<file path="src/rtl/secuenciador_ciclo_bus.sv">
// Multiplexed A/D bus cycle sequencer toward the RTC chip.
// Phase count c_5 feeds the downstream read/write index counters.
module secuenciador_ciclo_bus #(
  parameter int HOLD = 3
) (
  input  logic       clk,
  input  logic       rst,
  input  logic       en,
  input  logic       W_R,
  input  logic [7:0] addr,
  input  logic [7:0] wdata,
  input  logic [7:0] ad_in,
  output logic [7:0] ad_out,
  output logic       ad_oe,
  output logic       cs_n,
  output logic       rd_n,
  output logic       wr_n,
  output logic       ale,
  output logic [3:0] c_5,
  output logic [7:0] rdata,
  output logic       rdata_valid,
  output logic       done
);

  localparam logic [3:0] LAST = 4'(HOLD - 1);

  logic [3:0] r_c5;
  logic [3:0] r_hold;
  logic       r_rd;
  logic [7:0] r_addr;
  logic [7:0] r_wdata;
  logic [7:0] r_rdata;

  logic [3:0] w_c5_nx;
  logic [3:0] w_hold_nx;
  logic       w_last;
  logic       w_start;

  assign w_last  = (r_hold == LAST);
  // a start happens from idle or chained off the last recovery clock
  assign w_start = en && ((r_c5 == 4'd0) ||
                          (r_c5 == 4'd9 && w_last));

  always_ff @(posedge clk) begin
    if (rst) begin
      r_c5    <= 4'd0;
      r_hold  <= 4'd0;
      r_rd    <= 1'b0;
      r_addr  <= 8'h00;
      r_wdata <= 8'h00;
      r_rdata <= 8'h00;
    end else begin
      r_c5   <= w_c5_nx;
      r_hold <= w_hold_nx;
      if (w_start) begin
        r_rd    <= W_R;
        r_addr  <= addr;
        r_wdata <= wdata;
      end
      if (r_rd && r_c5 == 4'd7 && w_last)
        r_rdata <= ad_in;
    end
  end

  always_comb begin
    w_c5_nx   = r_c5;
    w_hold_nx = r_hold;
    case (r_c5)
      4'd0: begin
        if (en) begin
          w_c5_nx   = 4'd1;
          w_hold_nx = 4'd0;
        end
      end
      4'd4: begin
        w_c5_nx   = 4'd5;
        w_hold_nx = 4'd0;
      end
      4'd1, 4'd2, 4'd3, 4'd5,
      4'd6, 4'd7, 4'd8, 4'd9: begin
        if (w_last) begin
          w_hold_nx = 4'd0;
          if (r_c5 == 4'd9)
            w_c5_nx = en ? 4'd1 : 4'd0;
          else
            w_c5_nx = 4'(r_c5 + 4'd1);
        end else begin
          w_hold_nx = 4'(r_hold + 4'd1);
        end
      end
      default: begin
        w_c5_nx   = 4'd0;
        w_hold_nx = 4'd0;
      end
    endcase
  end

  always_comb begin
    cs_n   = 1'b1;
    rd_n   = 1'b1;
    wr_n   = 1'b1;
    ale    = 1'b1;
    ad_oe  = 1'b0;
    ad_out = 8'h00;
    case (r_c5)
      4'd1, 4'd2, 4'd3: begin
        cs_n   = 1'b0;
        ale    = 1'b0;
        ad_oe  = 1'b1;
        ad_out = r_addr;
        wr_n   = (r_c5 != 4'd2);
      end
      4'd5, 4'd6, 4'd7, 4'd8: begin
        cs_n = 1'b0;
        if (r_rd) begin
          rd_n = !(r_c5 == 4'd6 || r_c5 == 4'd7);
        end else begin
          ad_oe  = 1'b1;
          ad_out = r_wdata;
          wr_n   = !(r_c5 == 4'd6 || r_c5 == 4'd7);
        end
      end
      default: ;
    endcase
  end

  assign c_5         = r_c5;
  assign rdata       = r_rdata;
  assign rdata_valid = r_rd && (r_c5 == 4'd8) && (r_hold == 4'd0);
  assign done        = (r_c5 == 4'd9) && w_last;

endmodule

</file>
<file path="config.mk">
export PLATFORM = sky130hd
export DESIGN_NAME = secuenciador_ciclo_bus
export DESIGN_NICKNAME = d
export VERILOG_FILES = /design/src/rtl/secuenciador_ciclo_bus.sv
export SDC_FILE = /design/constraint.sdc
export NUM_CORES = 1
export LEC_CHECK = 0
export ABC_AREA = 0
export BUFFER_PORTS_ARGS = -buffer_cell sky130_fd_sc_hd__buf_4
export CORE_ASPECT_RATIO = 0.8
export CORE_MARGIN = 8
export CORE_UTILIZATION = 30
export DETAILED_ROUTE_END_ITERATION = 7
export GPL_TIMING_DRIVEN = 0
export PLACE_DENSITY = 0.63
export REMOVE_ABC_BUFFERS = 1
export SLEW_MARGIN = 20
export SYNTH_ARGS = -nofsm -noshare
export SYNTH_HDL_FRONTEND = slang
export SYNTH_SLANG_ARGS = --single-unit
</file>
<file path="constraint.sdc">
create_clock -name clk -period 2.58 [get_ports clk]
set_input_delay 0.387 -clock clk [delete_from_list [all_inputs] [get_ports clk]]
set_output_delay 0.387 -clock clk [all_outputs]
set_load 0.005 [all_outputs]
</file>
* After elaboration in Yosys (flattened, before gate mapping) *
Cells that the tools add are included.
Widths: inputs -> output; s select.

storage, ports and cells
  register bits = 33
  latch bits = 0
  bits in writable memories = 0
  memory bits (read-only) = 0
  bits of input ports = 28
  logic and storage cells = 55
  memories kept = 0

operators by class
  $add $sub $neg = 2
  $mul = 0
  div/mod/pow operators = 0
  $lt $le $gt $ge = 0
  equal/unequal tests = 13
  shift-type cells = 0
  multiplexer cells = 18
  bitwise operators = 0
  reduce and logical (&&, ||, !) cells = 16

operators by type and width
  kind                 count
  $mux 4               5
  $eq 4x3->1 const B   4
  $pmux 8 s2           1
  $eq 4x2->1 const B   3
  $pmux 4 s3           1
  $add 4x1->4 const B  2
  $eq 4x4->1 const B   2
  $logic_not 4->1      2
  $mux 8               1
  $pmux 4 s2           1
  $reduce_or 8->1      1
  $mux 1               7
  $reduce_or 7->1      1
  $logic_and 1x1->1    6
  $eq 4x1->1 const B   1
  $ne 2x2->1 const B   2
  $ne 4x2->1 const B   1
  $pmux 1 s2           2
  $reduce_or 4->1      1
  $reduce_or 3->1      1
  $logic_or 1x1->1     2
  $reduce_and 2->1     1
  $logic_not 1->1      1

* Logic depth before layout (Yosys ltp) *
Gate-level depths: netlist (run 1).

  depth in word-level cells = 5
  depth in mapped cells = 8

* Least setup slack after synthesis (run 1) *
OpenSTA, ideal clock, no wires.

  path kind = register -> register
  start = register r_hold[0]
  end = register r_addr[0]
  library setup time = 0.128 ns
  arrival time = 1.570 ns
  path slack = 0.883 ns
  cell stages (with the launch flop) = 9
  buffers on the path = 2
  path through = dfxtp_1 inv_1 ha_1 and4bb_4 a32oi_2 buf_6 buf_12 mux2i_1 nor2_1

on the way
  word-level cells in the longest chain between the ends = 4

ends and longest elaborated chain
  item                    RTL line  source
  start, declared         28        logic [3:0] r_hold;
  start signal, assigned  54        r_hold <= w_hold_nx;
  $eq 4x2->1              39        assign w_last = (r_hold == LAST);
  $logic_and 1x1->1       42        (r_c5 == 4'd9 && w_last));
  $logic_or 1x1->1        41        assign w_start = en && ((r_c5 == 4'd0) ||
  $logic_and 1x1->1       41
  end signal, assigned    57        r_addr <= addr;
  end, declared           30        logic [7:0] r_addr;

No other way between the ends.
A chain may end at the register's enable or synchronous reset.

* Worst setup path in the final report (run 1) *
  start = register r_c5[1] (netlist: c_5[1])
  end = output port ad_oe

on the way
  word-level cells in the longest chain between the ends = 3
  elaborated cells between the ends (all ways) = 10

ends and longest elaborated chain
  item                                                RTL line  source
  start, declared                                     27        logic [3:0] r_c5;
  start signal, assigned                              53        r_c5 <= w_c5_nx;
  $eq 4x3->1 (tied with other cells)                  105       case (r_c5)
  $reduce_or 4->1 or $reduce_or 3->1 (tied branches)  n/a
  $pmux 1 s2 (*)                                      105
  end, declared                                       14        output logic ad_oe,

Mark *: on every way between the ends. The rest lies on a longest branch, timed or not.

==> results of run 1 <==
==> cell families (layout without fill, tap and decap cells) <==
logic type               Yosys count  count (layout)  share of synthesized area (%)
buffers and inverters             14              67                           5.40
AND/OR/NAND/NOR                   62              62                           22.2
AO/OA/AOI/OAI                     40              40                           17.1
multiplexers                      18              18                           11.1
adder cells (fa/ha/maj)            3               3                           2.32
flip-flops                        33              33                           40.8
XOR/XNOR                           2               2                           1.08
==> path summary, 6_finish.rpt <==
kind	endpoint	slack, ps	startpoint	depth (start not counted)
worst max register to register	r_addr[4]$_SDFFE_PP0P_	390	r_hold[0]$_SDFFE_PP0P_	7
worst max-delay path	ad_oe	220	c_5[1]$_SDFFE_PP0P_	5
worst min register to register	rdata[3]$_SDFFE_PP0P_	480	rdata[3]$_SDFFE_PP0P_	2
worst min-delay path	r_wdata[3]$_SDFFE_PP0P_	340	wdata[3]	3
==> final cells by class <==
cell class | count | area share, %
multi-input combinational | 125 | 41.0
sequential | 33 | 31.1
timing repair buffer | 55 | 19.6
tap | 65 | 3.82
clock buffer | 6 | 3.41
inverter | 4 | 0.705
clock inverter | 2 | 0.470
==> through the flow <==
| stage | std cells | hold WS (ps) | power (mW) | cell area, um^2 | worst slack, ps |
|---|---|---|---|---|---|
| after CTS | 290 | 329 | 1.12 | 2130 | 129 |
| after detailed placement | 282 | 477 | 0.739 | 2050 | 373 |
| final | 290 | 339 | 1.09 | 2130 | 222 |
| after floorplan | 162 | 448 | 0.652 | 1550 | 464 |
| after global placement | 281 | 467 | 0.732 | 2030 | 103 |
| after global routing | 290 | 335 | 1.16 | 2130 | 38.6 |
==> registers in the layout, summed over array words and instances, names as in the netlist <==
signal	flops
c_5	4
r_addr	8
r_hold	4
r_rd	1
r_wdata	8
rdata	8
==> cells in the final DEF, fill, tap and decap left out, drive strengths merged, types with 3 or more instances in the layout <==
cell type / Yosys / routed
clkbuf: 4 / 6
a22o: 9 / 9
o21ai: 10 / 10
buf: 6 / 55
nand3: 4 / 4
ha: 3 / 3
nor2: 26 / 26
mux2i: 18 / 18
inv: 4 / 4
nand2: 13 / 13
nor4: 3 / 3
a21oi: 13 / 13
dfxtp: 33 / 33
==> critical path: stages, from the launching register on <==
cell and delay, ps:
dfxtp_1 690, o21bai_2 190, nor2_2 410, inv_1 120, o21ai_0 120, buf_4 150
==> cell usage after synthesis, types with 2 or more instances <==
| library cell | instances |
|---|---|
| buf_6 | 2 |
| dfxtp_1 | 33 |
| o31ai_1 | 2 |
| buf_2 | 3 |
| nor2_2 | 2 |
| nand3_1 | 4 |
| a21oi_1 | 12 |
| nor4_2 | 2 |
| o21ai_0 | 3 |
| nand2b_1 | 2 |
| o21ai_1 | 7 |
| nand2_1 | 13 |
| ha_1 | 3 |
| inv_1 | 4 |
| a22o_1 | 9 |
| nor3_1 | 2 |
| clkbuf_1 | 4 |
| mux2i_1 | 18 |
| nor2_1 | 23 |
==> per-layer routing <==
layer  part of all wire, %  vias to the layer above
met3                   7.7                        2
li1                      -                      716
met2                    44                       39
met4                  0.28                        0
met5                     0                        -
met1                    48                      652
==> power groups by stage <==
stage	registers, mW	logic, mW	clock network [mW]
2_1_floorplan	0.563	0.0890	0
3_3_place_gp	0.568	0.164	0
3_5_place_dp	0.569	0.170	0
4_1_cts	0.558	0.170	0.392
5_1_grt	0.561	0.184	0.411
6_report	0.558	0.167	0.367
==> timing repair <==
item	4_1_cts	5_1_grt
endpoints found under the hold margin	0	0
endpoints found under the setup margin	0	8
gates resized for setup	0	1
==> out/metrics.cfg, run 1 <==
[clock_network]
holdBufCountCts = 0
htree_levels = 2
cts_setup_buffers = 0
clk_pin_slew_ps = 70
clock_latency_ps = 280
cts_tree = done
numCtsBuffers = 5
cts_sinks = 33
clk_path_buf_depth = 2
cts_root_buffer = clkbuf_8

[cells_and_area]
fill_cells = 566
nets = 255
diodes = 0
final_layout_size_suffix_gt1_share_pct = 33.3
syn_to_final_growth_pct = 31.4
multi_input_area_um2 = 872
register_area_um2 = 662
fin_util_pct = 39.8

[timing]
skew_ps = 5.14
relSlewSlack_pct = 57.7
timing.fmax_mhz = 424
hold_violations = 0
period_needed_ps = 2360
fin_setup_tns_ps = 0
tightest_slew_ps = 635
rsz0062_at_grt = no
finalMaxSlewViolations = 0
post-route-period-util_pct = 91.4
setup_violations = 0

[synth]
yosysWarningCount = 0
synthTopCellsByArea = dfxtp_1, mux2i_1, nor2_1, a22o_1, a21oi_1
netlist_area_um2 = 1620
ys_async_sr_fraction_pct = 0
yosysSeqAreaShare_pct = 40.8
synth_ff_type = dfxtp_1
ys_seq_elements = 33
synth_edf_count = 0
synth_top_cell_area_share_pct = 40.8
avgSynthCellArea_um2 = 9.42
syn_inst = 172
ys_types = 43
netlist.top_cell.by_area = dfxtp_1

[critical_path]
cp_max_fo = 13
cp-end-kind = output pin
crit_arrival_ps = 1970
start_kind = register
required_ps = 2190
criticalPathCategory = reg -> out

[global_route]
grt-busiest-layer = met2
grt-ovfl-total = 0
met1_usage_pct = 12.8
antenna_found_initial = 0
grt_pass1_wl_um = 6800
gr-usage-met3_pct = 4.74
grt_use_total_pct = 10.4
use_met2_pct = 16.3
grt_max_degree = 33
grt_pass1_vias = 1406

[placement]
dpl.hpwl_um = 3110
gp_congestion = 0.764
numPortBuffers = 54

[flow_run]
maxCapViolations = 0

[pwr]
power.leakage_nw = 0.960
powerDensity_nw_per_um2 = 513
p_comb_share_pct = 15.3
internal_power_mw = 0.811
p_seq_share_pct = 51.0
clkPwrFrac_pct = 33.6
switching_power_mw = 0.281
peakVddDrop_mv = 0.291
switching_share_pct = 25.7

[detailed_routing]
num_vias = 1409
drtIter0Drc = 35
firstDrtPassIters = 4
viasPerCell = 4.86
drtAntennaViolNets = 0
drc_errors = 0
wl_um = 4270
wire_per_inst_um = 14.7

[floorplan]
coreArea_um2 = 5350
start_util_pct = 30.3
dieArea_um2 = 8020
ios = 55
die_w_um = 98.2
core.rowCount = 24
die_h_um = 81.7

[status]
status = complete, no violations

[hold_path]
hp-class = in -> reg

Note: power is estimated with default switching activity, not from simulation.
==> run 2, diff against run 1 <==
--- a/config.mk
+++ b/config.mk
@@ -7,12 +7,14 @@
 export LEC_CHECK = 0
 export ABC_AREA = 0
 export BUFFER_PORTS_ARGS = -buffer_cell sky130_fd_sc_hd__buf_4
+export CELL_PAD_IN_SITES_DETAIL_PLACEMENT = 1
+export CELL_PAD_IN_SITES_GLOBAL_PLACEMENT = 2
 export CORE_ASPECT_RATIO = 0.8
 export CORE_MARGIN = 8
 export CORE_UTILIZATION = 30
 export DETAILED_ROUTE_END_ITERATION = 7
 export GPL_TIMING_DRIVEN = 0
-export PLACE_DENSITY = 0.63
+export PLACE_DENSITY = 0.92
 export REMOVE_ABC_BUFFERS = 1
 export SLEW_MARGIN = 20
 export SYNTH_ARGS = -nofsm -noshare
==> run 2 against run 1 <==
Final cell count unchanged. Largest power group unchanged. Setup slack improved by 31 ps. Sequential cell count unchanged. Critical path depth did not move. Clock skew decreased by 0.99 ps.
==> out/metrics.cfg, run 2 (synthesis gave the netlist of run 1 again) <==
[global_route]
grt-busiest-layer = met2
grt_max_degree = 33  ; unchanged
grt_use_total_pct = 11.9  ; +1.5 points
grt_pass1_vias = 1536  ; +9.2%
grt_pass1_wl_um = 7520  ; +11%
use_met2_pct = 19.1  ; +2.8 points
met1_usage_pct = 13.6  ; +0.81 points
grt-ovfl-total = 0  ; unchanged
antenna_found_initial = 0  ; unchanged
gr-usage-met3_pct = 5.33  ; +0.59 points

[placement]
dp.cells = 282  ; unchanged
numPortBuffers = 54  ; unchanged
gp_congestion = 0.722  ; -5.5%
dpl.hpwl_um = 3320  ; +6.9%

[clock_network]
cts_sinks = 33  ; unchanged
clk_pin_slew_ps = 70  ; about the same
cts_root_buffer = clkbuf_8
holdBufCountCts = 0  ; unchanged
cts_tree = done
numCtsBuffers = 5  ; unchanged
clock_latency_ps = 290  ; about the same
cts-resized-gates = 0  ; unchanged
htree_levels = 2  ; unchanged
cts_setup_buffers = 0  ; unchanged
clk_path_buf_depth = 2  ; unchanged

[cells_and_area]
nets = 255  ; unchanged
final_layout_size_suffix_gt1_share_pct = 33.8  ; +0.44 points
final_cells = 290  ; unchanged
fill_cells = 632  ; +12%
layout_commonest_cell = buf_4
final_cell_mix = buf_4, dfxtp_1, nor2_1, mux2i_1, nand2_1
diodes = 0  ; unchanged
syn_to_final_growth_pct = 31.7

[flow_run]
maxCapViolations = 0  ; unchanged

[detailed_routing]
wire_per_inst_um = 15.7  ; +6.5%
viasPerCell = 4.99  ; +2.8%
drtIter0Drc = 54  ; +54%
firstDrtPassIters = 4  ; unchanged
drc_errors = 0  ; unchanged
num_vias = 1448  ; +2.8%
drtAntennaViolNets = 0  ; unchanged
wl_um = 4550  ; +6.5%

[timing]
period_needed_ps = 2330  ; -31.0 ps
skew_ps = 4.15  ; -0.985 ps
whs_ps = 328  ; -11.3 ps
hold_violations = 0  ; unchanged
tightest_slew_ps = 641  ; +6.13 ps
setup_violations = 0  ; unchanged
finalMaxSlewViolations = 0  ; unchanged
relSlewSlack_pct = 57.3  ; -0.41 points
rsz0062_at_grt = no
timing.fmax_mhz = 430  ; +1.3%
fin_setup_tns_ps = 0  ; unchanged
post-route-period-util_pct = 90.2  ; -1.2 points

[critical_path]
cp-end-kind = output pin
cp_max_fo = 13  ; unchanged
cp-startpoint = c_5[2]$_SDFFE_PP0P_
required_ps = 2190  ; about the same
rrSetupSlack_ps = 410  ; +20 ps
r2r-end = r_wdata[0]$_SDFFE_PP0P_
criticalPathCategory = reg -> out
worstRegToRegCells = 7  ; unchanged
critPathCapture = ad_out[2]
crit_arrival_ps = 1940  ; -30 ps
r2r_start = r_hold[0]$_SDFFE_PP0P_
start_kind = register

[pwr]
peakVddDrop_mv = 0.188  ; -35%
powerDensity_nw_per_um2 = 520  ; +1.4%
power.leakage_nw = 0.959  ; -0.11%

[floorplan]
core.rowCount = 24  ; unchanged
dieArea_um2 = 8020  ; unchanged
start_util_pct = 30.3  ; unchanged
die_h_um = 81.7  ; unchanged
ios = 55  ; unchanged
coreArea_um2 = 5350  ; unchanged
die_w_um = 98.2  ; unchanged

[status]
status = complete, no violations

[hold_path]
hold_depth = 3  ; unchanged
hp-class = in -> reg

[run 2: changes by cell type in the layout (fill, tap and decap cells not counted), sizes merged]
cell	change
clkbuf	-1
clkinvlp	+1
[run 2: cell type report]
type                    count  area (um^2)  area share [%]
repair buffers             55          417            19.5
flip-flops and latches     33          662            31.0
clock buffers               5         68.8            3.23
clock inverters             3         17.5           0.821
multi-input cells         125          872            40.9
well taps                  65         81.3            3.81
inverters                   4         15.0           0.704
[run 2: critical path, cell delays in order (launching register included)]
cell and delay [ps]:
dfxtp_1 490, nor4b_2 430, a21oi_1 150, nor2_4 280, a22o_1 190, buf_4 110
[run 2: per-layer routing]
layer / vias to the layer above / part of all wire [%]
met1: 693 / 43
met4: 0 / 1.8
met5: - / 0
met2: 35 / 47
li1: 714 / -
met3: 6 / 7.8
[run 2: through the flow]
stage	util [%]	area, um^2	setup slack, ps	total power [mW]
5_1_grt	39.9	2130	80.8	1.17
3_5_place_dp	38.3	2050	389	0.740
2_1_floorplan	-	1550	464	0.652
3_3_place_gp	38.1	2030	79.3	0.733
6_report	39.9	2130	253	1.11
4_1_cts	39.9	2130	82.0	1.13
[run 2: worst min path at each step]
| stage | startpoint | endpoint | slack [ps] |
|---|---|---|---|
| 6_report | wdata[7] | r_wdata[7]$_SDFFE_PP0P_ | 330 |
| 5_1_grt | addr[7] | r_addr[7]$_SDFFE_PP0P_ | 320 |
| 4_1_cts | wdata[7] | r_wdata[7]$_SDFFE_PP0P_ | 320 |
| 3_5_place_dp | rdata[7]$_SDFFE_PP0P_ | rdata[7]$_SDFFE_PP0P_ | 480 |
| 3_3_place_gp | rdata[2]$_SDFFE_PP0P_ | rdata[2]$_SDFFE_PP0P_ | 470 |
| 2_1_floorplan | r_hold[0]$_SDFFE_PP0P_ | r_hold[0]$_SDFFE_PP0P_ | 450 |
[run 2: power by group]
| part | internal, mW | switching (mW) |
|---|---|---|
| logic | 0.0910 | 0.0767 |
| registers | 0.533 | 0.0238 |
| clock network | 0.186 | 0.198 |
==> run 3, diff against run 2 <==
--- a/config.mk
+++ b/config.mk
@@ -6,15 +6,16 @@
 export NUM_CORES = 1
 export LEC_CHECK = 0
 export ABC_AREA = 0
+export ABC_CLOCK_PERIOD_IN_PS = 2580
 export BUFFER_PORTS_ARGS = -buffer_cell sky130_fd_sc_hd__buf_4
 export CELL_PAD_IN_SITES_DETAIL_PLACEMENT = 1
 export CELL_PAD_IN_SITES_GLOBAL_PLACEMENT = 2
 export CORE_ASPECT_RATIO = 0.8
 export CORE_MARGIN = 8
-export CORE_UTILIZATION = 30
+export CORE_UTILIZATION = 31
 export DETAILED_ROUTE_END_ITERATION = 7
 export GPL_TIMING_DRIVEN = 0
-export PLACE_DENSITY = 0.92
+export PLACE_DENSITY = 0.94
 export REMOVE_ABC_BUFFERS = 1
 export SLEW_MARGIN = 20
 export SYNTH_ARGS = -nofsm -noshare
==> run 3 against run 2 <==
Final cell count fell by 1.0%. Setup slack improved by 7.9 ps. Critical path depth did not move. Clock skew barely moved. Worst hold slack improved by 1.4 ps. First-iteration DRC count fell by 33%. Sequential power barely moved. Critical path type unchanged. Critical endpoint unchanged. Largest power group unchanged.
==> out/metrics.cfg, run 3 (synthesis gave the netlist of run 1 again) <==
[clock_network]
cts_sinks = 33  ; unchanged
clk_path_buf_depth = 2  ; unchanged
cts_setup_buffers = 0  ; unchanged
cts_tree = done
htree_levels = 2  ; unchanged
clk_pin_slew_ps = 70  ; about the same
clock_latency_ps = 280  ; about the same
holdBufCountCts = 0  ; unchanged
cts_root_buffer = clkbuf_8
numCtsBuffers = 5  ; unchanged

[timing]
skew_ps = 4.28  ; +0.124 ps
finalMaxSlewViolations = 0  ; unchanged
tightest_slew_ps = 674  ; +33.2 ps
timing.fmax_mhz = 431  ; +0.34%
fin_setup_tns_ps = 0  ; unchanged
period_needed_ps = 2320  ; -7.90 ps
setup_violations = 0  ; unchanged
post-route-period-util_pct = 89.9  ; -0.31 points
rsz0062_at_grt = no
relSlewSlack_pct = 55.0  ; -2.2 points
hold_violations = 0  ; unchanged
whs_ps = 329  ; +1.36 ps

[detailed_routing]
firstDrtPassIters = 4  ; unchanged
viasPerCell = 5.09  ; +1.9%
wire_per_inst_um = 16.2  ; +3.2%
drtIter0Drc = 36  ; -33%
num_vias = 1460  ; +0.83%
drc_errors = 0  ; unchanged
drtAntennaViolNets = 0  ; unchanged
wl_um = 4640  ; +2.1%

[placement]
dpl.hpwl_um = 3360  ; +1.1%
gp_congestion = 0.770  ; +6.8%
numPortBuffers = 54  ; unchanged
postPlaceCellArea_um2 = 2040  ; -0.18%
dp.cells = 279  ; -1.1%

[global_route]
grt-ovfl-total = 0  ; unchanged
grt_max_degree = 33  ; unchanged
grt_pass1_wl_um = 7720  ; +2.7%
grt_use_total_pct = 12.0  ; +0.087 points
grt_pass1_vias = 1563  ; +1.8%
antenna_found_initial = 0  ; unchanged

[cells_and_area]
layout_commonest_cell = buf_4
multi_input_area_um2 = 872  ; unchanged
diodes = 0  ; unchanged
fill_cells = 575  ; -9.0%
final_cells = 287  ; -1.0%
syn_to_final_growth_pct = 33.3
design_area_um2 = 2160  ; +1.2%
final_layout_size_suffix_gt1_share_pct = 33.3  ; -0.44 points
final_cell_mix = buf_4, dfxtp_1, nor2_1, mux2i_1, nand2_1
nets = 255  ; unchanged
register_area_um2 = 662  ; unchanged

[critical_path]
crit_chain = nor4b_2 -> a21oi_1 -> nor2_4 -> a22o_1 -> buf_4
rrSetupSlack_ps = 360  ; -50 ps
required_ps = 2190  ; about the same
cp-end-kind = output pin
start_kind = register
criticalPathCategory = reg -> out
crit_arrival_ps = 1930  ; about the same
cpMaxStageDelayCell = dfxtp_1
cp_max_fo = 13  ; unchanged
max_stage_delay_ps = 490  ; about the same
worstRegToRegCells = 7  ; unchanged

[floorplan]
die_w_um = 96.8  ; -1.4%
start_util_pct = 32.2  ; +1.9 points
dieArea_um2 = 7810  ; -2.7%
coreArea_um2 = 5040  ; -5.8%
ios = 55  ; unchanged
die_h_um = 80.7  ; -1.3%
core.rowCount = 23  ; -4.2%

[hold_path]
hp-class = in -> reg
hold_depth = 3  ; unchanged

[flow_run]
maxCapViolations = 0  ; unchanged

[pwr]
finalPower_mw = 1.24  ; +12%
peakVddDrop_mv = 0.269  ; +43%
power.leakage_nw = 0.974  ; +1.5%
powerDensity_nw_per_um2 = 574  ; +10%

[status]
status = complete, no violations

-- run 3: changes by cell type in the layout (fill, tap and decap cells not counted), sizes merged --
cell | before | now
clkinv | 2 | 0
clkinvlp | 1 | 0
bufinv | 0 | 1
clkbuf | 5 | 7
-- run 3: where the power goes --
part | leakage (nW) | total (mW) | switching (mW) | internal [mW]
sequential | 0.270 | 0.557 | 0.0241 | 0.533
combinational | 0.645 | 0.170 | 0.0788 | 0.0911
clock | 0.0585 | 0.512 | 0.197 | 0.315
-- run 3: critical path: cells and delay by family (launching register included) --
| family | cells | cell delay (ps) |
|---|---|---|
| AOI/OAI and AO/OA | 2 | 340 |
| buffers and inverters | 1 | 120 |
| DFF | 1 | 490 |
| and+or+nand+nor | 2 | 700 |
-- run 3: per-stage QoR --
stage,setup WS (ps),util (%)
after floorplan,464,-
after global placement,102,40.3
after detailed placement,350,40.5
after CTS,112,42.9
after global routing,116,42.9
final,261,42.9
-- run 3: final timing paths --
kind / start / to
worst max-delay path: c_5[2]$_SDFFE_PP0P_ / ad_out[2]
worst min-delay path: addr[4] / r_addr[4]$_SDFFE_PP0P_
worst max register to register: r_hold[0]$_SDFFE_PP0P_ / r_wdata[3]$_SDFFE_PP0P_
worst min register to register: rdata[3]$_SDFFE_PP0P_ / rdata[3]$_SDFFE_PP0P_
-- run 3: metal layers --
layer  up-vias  wire, um  global-route usage (%)
li1        712         -                       -
met4         0        76                    5.51
met1       706      2180                    14.6
met3         7       240                    3.86
met5         -         0                       0
met2        35      2140                    19.0
-- run 3: timing repair --
action | CTS | global route
endpoints found under the setup margin | 0 | 3
hold endpoints to repair | 0 | 0
resized for setup | 0 | 1
-- run 3: area by class of cell --
cell class / instances / share of cell area [%]
Multi-Input combinational cell: 125 / 40.4
Sequential cell: 33 / 30.6
Tap cell: 62 / 3.59
Clock inverter: 1 / 1.39
Timing Repair Buffer: 55 / 19.3
Inverter: 4 / 0.695
Clock buffer: 7 / 4.00
